### src/rtl/sticky_flags.sv
`default_nettype none
// ============================================================================
// sticky_flags : bank of sticky event flags with edge/level qualify,
//                write-1-to-clear, saturating counters, overflow and irq.
// Revision     : 1.0
// ============================================================================
module sticky_flags #(
    parameter bit                   INCLUDE_FLAGS = 1'b1,
    parameter int                   NUM_FLAGS     = 5,
    parameter int                   COUNT_W       = 4,
    parameter logic [NUM_FLAGS-1:0] EDGE_MODE     = '0
) (
    input  logic                           i_clk,
    input  logic                           i_rst_n,
    input  logic                           i_cg,
    input  logic [NUM_FLAGS-1:0]           i_events,
    input  logic [NUM_FLAGS-1:0]           i_clear,
    input  logic [NUM_FLAGS-1:0]           i_mask,
    output logic [NUM_FLAGS-1:0]           o_flags,
    output logic [NUM_FLAGS-1:0]           o_overflow,
    output logic [NUM_FLAGS*COUNT_W-1:0]   o_count,
    output logic                           o_irq
);

    if (NUM_FLAGS < 1) begin : g_bad_num_flags
        $error("sticky_flags: NUM_FLAGS must be >= 1");
    end
    if (COUNT_W < 1) begin : g_bad_count_w
        $error("sticky_flags: COUNT_W must be >= 1");
    end

    if (INCLUDE_FLAGS) begin : g_flags
        logic [NUM_FLAGS-1:0] flags_q, flags_d;
        logic [NUM_FLAGS-1:0] ovf_q, ovf_d;
        logic [NUM_FLAGS-1:0] prev_q;
        logic [NUM_FLAGS-1:0] ev;
        logic [COUNT_W-1:0]   count_q [NUM_FLAGS];
        logic [COUNT_W-1:0]   count_d [NUM_FLAGS];
        logic                 irq_q, irq_d;

        always_comb begin
            // Edge-mode flags only qualify on a 0->1 transition of the raw input.
            ev      = i_events & (~EDGE_MODE | ~prev_q);
            flags_d = (flags_q & ~i_clear) | ev;
            ovf_d   = (ovf_q & ~i_clear) | (ev & flags_q & ~i_clear);
            irq_d   = |(flags_d & ~i_mask);
            for (int i = 0; i < NUM_FLAGS; i++) begin
                count_d[i] = count_q[i];
                if (i_clear[i]) begin
                    count_d[i] = ev[i] ? COUNT_W'(1) : '0;
                end else if (ev[i] && (count_q[i] != '1)) begin
                    count_d[i] = count_q[i] + COUNT_W'(1);
                end
            end
        end

        always_ff @(posedge i_clk or negedge i_rst_n) begin
            if (!i_rst_n) begin
                flags_q <= '0;
                ovf_q   <= '0;
                prev_q  <= '0;
                irq_q   <= 1'b0;
                count_q <= '{default: '0};
            end else if (i_cg) begin
                flags_q <= flags_d;
                ovf_q   <= ovf_d;
                prev_q  <= i_events;
                irq_q   <= irq_d;
                count_q <= count_d;
            end
        end

        for (genvar g = 0; g < NUM_FLAGS; g++) begin : g_pack
            assign o_count[g*COUNT_W +: COUNT_W] = count_q[g];
        end

        assign o_flags    = flags_q;
        assign o_overflow = ovf_q;
        assign o_irq      = irq_q;
    end else begin : g_none
        logic w_unused_ok;
        assign w_unused_ok = &{1'b0, i_clk, i_rst_n, i_cg, i_events, i_clear, i_mask, EDGE_MODE};

        assign o_flags    = '0;
        assign o_overflow = '0;
        assign o_count    = '0;
        assign o_irq      = 1'b0;
    end

endmodule
`default_nettype wire

### config.mk
export PLATFORM = sky130hd
export DESIGN_NAME = sticky_flags
export DESIGN_NICKNAME = d
export VERILOG_FILES = /design/src/rtl/sticky_flags.sv
export SDC_FILE = /design/constraint.sdc
export NUM_CORES = 1
export LEC_CHECK = 0
export BUFFER_PORTS_ARGS = -buffer_cell sky130_fd_sc_hd__buf_2
export CAP_MARGIN = 30
export CORE_MARGIN = 2
export CORE_UTILIZATION = 35
export DETAILED_ROUTE_END_ITERATION = 10
export GPL_ROUTABILITY_DRIVEN = 0
export GPL_TIMING_DRIVEN = 0
export MAX_ROUTING_LAYER = met4
export PLACE_DENSITY_LB_ADDON = 0.25
export SYNTH_ARGS = -nofsm -noshare
export SYNTH_HDL_FRONTEND = slang
export SYNTH_SLANG_ARGS = --single-unit
### constraint.sdc
create_clock -name i_clk -period 1.55 [get_ports i_clk]
set_input_delay 0.31 -clock i_clk [delete_from_list [all_inputs] [get_ports i_clk]]
set_output_delay 0.31 -clock i_clk [all_outputs]
set_load 0.02 [all_outputs]
After elaboration in Yosys (flattened, before gate mapping):

Cells that the tools add are included.

* register bits: 31
* bits in latches: 0
* memory bits (writable): 0
* ROM bits: 0
* output and inout bits: 31
* memories kept: 0

* $add $sub $neg: 5
* multiply operators: 0
* div/mod/pow operators: 0
* $lt $le $gt $ge: 0
* eq/ne operators: 5
* shift operators: 0
* multiplexer cells: 15
* bitwise logic cells: 9
* reductions and logical operators: 16

Operators with widths (number)
* $mux 4: 10
* $and 5x5->5: 5
* $add 4x1->4 const B: 5
* $ne 4x4->1 const B: 5
* $not 5->5: 2
* $or 5x5->5: 2
* $reduce_and 2->1: 5
* $reduce_bool 2->1: 5
* $logic_and 1x1->1: 5
* $mux 1: 5
* $reduce_or 5->1: 1

Longest topological paths before layout:

Gate-level depths: netlist of run 1.

* depth in word-level cells: 5
* mapped depth: 5

Worst setup path before layout of run 1:

No wires, ideal clock.

* path type: register to register
* start point: register g_flags.count_q (netlist bit o_count[16])
* end point: register g_flags.count_q (netlist bit o_count[17])
* arrival: 1.170 ns
* data required time: 1.426 ns
* setup slack: 0.255 ns
* stages on the path, launching flop included: 6
* path buffers: 0
* cell sequence: dfrtp_1 > ha_1 > nand3_1 > a21boi_0 > a41oi_1 > o2bb2ai_1

* cells in the longest elaborated chain, start to end: 4
* elaborated cells between the ends (all ways): 7

Ends and longest elaborated chain
* start, declared: line 37 `logic [COUNT_W-1:0] count_q [NUM_FLAGS];`
* start signal, assigned: line 69 `count_q <= count_d;`
* branches (longest 4 deep; another with $add 4x1->4)

Several ways; the timed one is not identified. The select of a mux whose other input is x is not followed.
A chain may end at the register's enable or synchronous reset.

Worst setup path after layout of run 1:

* start point: register g_flags.count_q (netlist bit o_count[12])
* end point: register g_flags.count_q (netlist bit o_count[13])

The elaborated chain is that of the path after synthesis.

==> impl_metrics.ini, run 1 <==
[finish]
syn2layout_area_growth_pct = 21.1
nNetsFinal = 249
fillers = 477
antennaDiodeCount = 0
drive_gt1_frac = 0.289

[floorplanning]
ioPinCount = 49
row_count = 25
core-area_mm2 = 0.00463
dieArea_mm2 = 0.00530
start_util = 0.358
die_h_um = 72.8
die_w_um = 72.8

[clocking]
clock_latency_ps = 280
tritoncts = built
htree_num_levels = 2
cts.sinks = 31
post_cts_resized = 0
ctsHoldBuffers = 0
post-cts-setup-buffers = 0
cts_buffers = 5
cts_root_buf = clkbuf_8
clk_pin_slew_ps = 60
clock_path_buffers = 2

[routing]
wl_per_cell_um = 16.0
postRouteWirelength_um = 4450
detail-route-antenna-nets = 0
drt_pass1_iterations = 4
routed_via_density = 5.76
drc = 0
drtIter0Drc = 102
vias = 1606

[worst_hold_path]
hp-class = input pin to async pin

[logic_synthesis]
yosysMostFrequentCell = dfrtp_1
synth_seq_cells = 31
synth.distinct_cells = 22
synth_top_area_share = 0.468
synth_area_leader_cell = dfrtp_1
syn_nets = 200
synth_commonest_cells = dfrtp_1 (31), a21oi_1 (28), nand2_1 (19), a31oi_1 (14)
seq_area_frac_synth = 0.468
synthFlopType = dfrtp_1
postSynthCellCount = 177
synth_edf_count = 0
ys_async_sr_fraction = 1.00
synth_area_mm2 = 0.00166
synth_warnings = 0
synth_area_per_cell_um2 = 9.36
synthTopCellsByArea = dfrtp_1 (47%), a21oi_1 (8.5%), a31oi_1 (5.3%)

[sta]
final.min_clock_period_ps = 1320
timing.fmax_mhz = 756
final-hold-violation-count = 0
whs_ps = 76.8
tns_ps = 0
finalSetupViolCount = 0
rsz0062_at_grt = no
drv_slew = 0
fin_skew_ps = 3.67
period_share = 0.854
relSlewSlack = 0.531
worst_pin_slew_ps = 704
setup_slack_ps = 227

[power_and_ir_drop]
cellLeakagePower_nw = 0.950
pwr_density_cell_mw_per_mm2 = 1040
vdd.ir_drop.worst_mv = 0.474

[setup_path]
crit_chain = ha_1 -> nand3_1 -> a21boi_0 -> a41oi_1 -> o2bb2ai_1
worstSetupPathType = flop to flop
endpoint_kind = flop
crit_fanout = 5
start_kind = flop
reg2reg_depth = 5
critPathMaxStageDelay_ps = 420
required_ps = 1710
crit_slowest_cell = dfrtp_1
arrival_ps = 1490

[global_routing]
grt_overflow = 0
grt_max_degree = 32
grt_pass1_wl_um = 7150
antenna_found_initial = 0
grt_pass1_vias = 1374
track_usage = 0.184

[job]
max-cap-violations = 0

[status]
status = finished clean

[placed_design]
io_buffers = 42
dpl.hpwl_um = 3020
dp_slack_ps = 159
-- state kept, by name, indices dropped and copies added (netlist names) --
name / count
o_count: 20
o_overflow: 5
o_irq: 1
o_flags: 5
-- per-stage QoR --
| stage | util | instances | area (um2) | power (mW) |
|---|---|---|---|---|
| after floorplan | - | 177 | 1660 | 1.31 |
| after global placement | 0.418 | 273 | 1930 | 1.50 |
| after detailed placement | 0.418 | 273 | 1930 | 1.51 |
| after CTS | 0.434 | 279 | 2010 | 2.10 |
| after global routing | 0.434 | 279 | 2010 | 2.19 |
| final | 0.434 | 279 | 2010 | 2.08 |
-- power breakdown --
group          internal (mW)  switching [mW]
Combinational          0.186           0.311
Sequential             0.896           0.100
Clock                  0.299           0.289
Total                   1.38           0.700
-- path summary, 6_finish.rpt --
kind	start	endpoint	slack [ps]
worst max-delay path	o_count[12]	o_count[13]	230
worst min-delay path	i_rst_n	o_count[18]	80
worst max register to register	o_count[12]	o_count[13]	230
worst min register to register	o_overflow[1]	o_overflow[1]	530
max in group asynchronous	i_rst_n	o_count[16]	1020
min in group i_clk	i_clear[4]	o_count[17]	270
-- cell type report --
| type | count | area, um2 | share of cell area |
|---|---|---|---|
| buffer | 11 | 57.6 | 0.0287 |
| clock buffer | 6 | 72.6 | 0.0362 |
| inverter | 7 | 26.3 | 0.0131 |
| multi-input combinational | 128 | 797 | 0.397 |
| sequential | 31 | 776 | 0.387 |
| tap | 54 | 67.6 | 0.0337 |
| timing repair buffer | 42 | 210 | 0.105 |
-- cell families after synthesis --
logic type | share of synthesized area
AO/OA/AOI/OAI | 0.306
buffers and inverters | 0.0506
AND/OR/NAND/NOR | 0.137
adder cells (fa/ha/maj) | 0.0378
flip-flops | 0.468
-- layout by cell type (no fill, tap or decap), types with 8 or more instances in the layout --
cell type,count
buf_2,52
dfrtp_1,31
a21oi_1,28
nand2_1,19
a31oi_1,14
nand3_1,10
o21ai_0,8
-- critical path: cells and delay by family (launching register included) --
family / cells / cell delay, ps
flops: 1 / 420
compound gates: 3 / 370
fa+ha+maj: 1 / 280
simple gates: 1 / 140
-- per-layer routing --
layer	vias up	wire (um)	track usage
li1	770	-	-
met1	784	2100	0.253
met2	47	2040	0.268
met3	5	257	0.0483
met4	0	57	0.0556
met5	-	0	-
(Power assumes the default switching activity.)
==> inputs of run 2 (changes only) <==
--- a/config.mk
+++ b/config.mk
@@ -13,7 +13,7 @@
 export GPL_ROUTABILITY_DRIVEN = 0
 export GPL_TIMING_DRIVEN = 0
 export MAX_ROUTING_LAYER = met4
-export PLACE_DENSITY_LB_ADDON = 0.25
+export PLACE_DENSITY = 0.69
 export SYNTH_ARGS = -nofsm -noshare
 export SYNTH_HDL_FRONTEND = slang
 export SYNTH_SLANG_ARGS = --single-unit
==> run 2 against run 1 <==
Net effect: clock skew grew 5.4 ps; power grew 1.8%; design area grew 0.44%; wire length grew 0.81%; utilization grew 0.19 points; count of clock-buffer cells in the layout grew 1; clock power grew 7.0%; global-route usage is essentially flat; worst hold slack lost 18 ps; critical path type unchanged; largest cell class unchanged.
==> impl_metrics.ini, run 2 (synthesized netlist as in run 1, its figures left out) <==
[finish]
nNetsFinal = 249
syn2layout_area_growth_pct = 21.7
largest_reg_flops = 20
layout.cells.most_common_list = buf_2 (52), dfrtp_1 (31), a21oi_1 (28)
final_common_cell = buf_2
antennaDiodeCount = 0
drive_gt1_frac = 0.291

[sta]
tns_ps = 0
timing.fmax_mhz = 766
final-hold-violation-count = 0
fin_skew_ps = 9.08
drv_slew = 0
finalSetupViolCount = 0
relSlewSlack = 0.534
rsz0062_at_grt = no
worst_pin_slew_ps = 699
setup_slack_ps = 244
final.min_clock_period_ps = 1310
period_share = 0.843

[clocking]
cts.sinks = 31
tritoncts = built
cts_root_buf = clkbuf_8
post_cts_resized = 0
ctsHoldBuffers = 0
htree_num_levels = 2
clock_path_buffers = 2
clk_pin_slew_ps = 70
clock_latency_ps = 290
post-cts-setup-buffers = 0
cts_buffers = 5

[routing]
routed_via_density = 5.73
drtIter0Drc = 112
vias = 1610
wl_per_cell_um = 16.0
drc = 0
drt_pass1_iterations = 4
postRouteWirelength_um = 4490
detail-route-antenna-nets = 0

[floorplanning]
core-area_mm2 = 0.00463
die_w_um = 72.8
dieArea_mm2 = 0.00530
ioPinCount = 49
die_h_um = 72.8
row_count = 25
start_util = 0.358

[setup_path]
arrival_ps = 1480
rrSetupSlack_ps = 240
required_ps = 1720
crit_fanout = 5
start_kind = flop
endpoint_kind = flop
worstSetupPathType = flop to flop

[global_routing]
antenna_found_initial = 0
track_usage = 0.184
grt_overflow = 0
grt_pass1_vias = 1435
grt_pass1_wl_um = 7130
grt_max_degree = 32

[power_and_ir_drop]
pwr_density_cell_mw_per_mm2 = 1050
vdd.ir_drop.worst_mv = 0.488
cellLeakagePower_nw = 0.955

[worst_hold_path]
hp-class = input pin to async pin

[job]
max-cap-violations = 0

[placed_design]
dpl.hpwl_um = 3060
dp_slack_ps = 213
io_buffers = 42

[status]
status = finished clean
[run 2: final timing paths]
check	startpoint	to	cells after the start
hold / removal	i_rst_n	o_count[18]	1
setup / recovery	o_count[16]	o_count[17]	5
max in group asynchronous	i_rst_n	o_flags[4]	1
hold reg to reg	o_overflow[3]	o_overflow[3]	2
setup reg to reg	o_count[16]	o_count[17]	5
min in group i_clk	i_clear[1]	o_count[5]	2
[run 2: report_power, final]
group	total, mW	switching, mW	internal [mW]
Sequential	0.994	0.0975	0.896
Clock	0.629	0.314	0.315
Combinational	0.498	0.312	0.186
[run 2: through the flow]
step | hold slack [ps] | cell area [um2] | std cells | util | power (mW)
finish | 58.8 | 2020 | 281 | 0.435 | 2.12
global route | 105 | 2020 | 281 | 0.435 | 2.24
CTS | 93.5 | 2020 | 281 | 0.435 | 2.13
detailed placement | 408 | 1930 | 273 | 0.418 | 1.51
global placement | 400 | 1930 | 273 | 0.418 | 1.50
floorplan | 14.4 | 1660 | 177 | - | 1.31
[run 2: area by class of cell]
type / instances / area, um2
flip-flops and latches: 31 / 776
clock inverters: 1 / 5.00
inverters: 7 / 26.3
repair buffers: 42 / 210
clock buffers: 7 / 76.3
multi-input cells: 128 / 797
fillers: 481 / 2610
plain buffers: 11 / 57.6
well taps: 54 / 67.6
[run 2: layer usage]
metal | wire length [um] | global-route usage | up-vias
met2 | 2020 | 0.267 | 50
met1 | 2120 | 0.245 | 776
met5 | 0 | - | -
met3 | 291 | 0.0552 | 7
li1 | - | - | 777
met4 | 59 | 0.0617 | 0
[run 2: worst max-delay path, cell delays in order (launching register included)]
cell and delay (ps):
dfrtp_1 420, ha_1 250, nand3_1 160, a21boi_0 110, a41oi_1 160, o2bb2ai_1 90
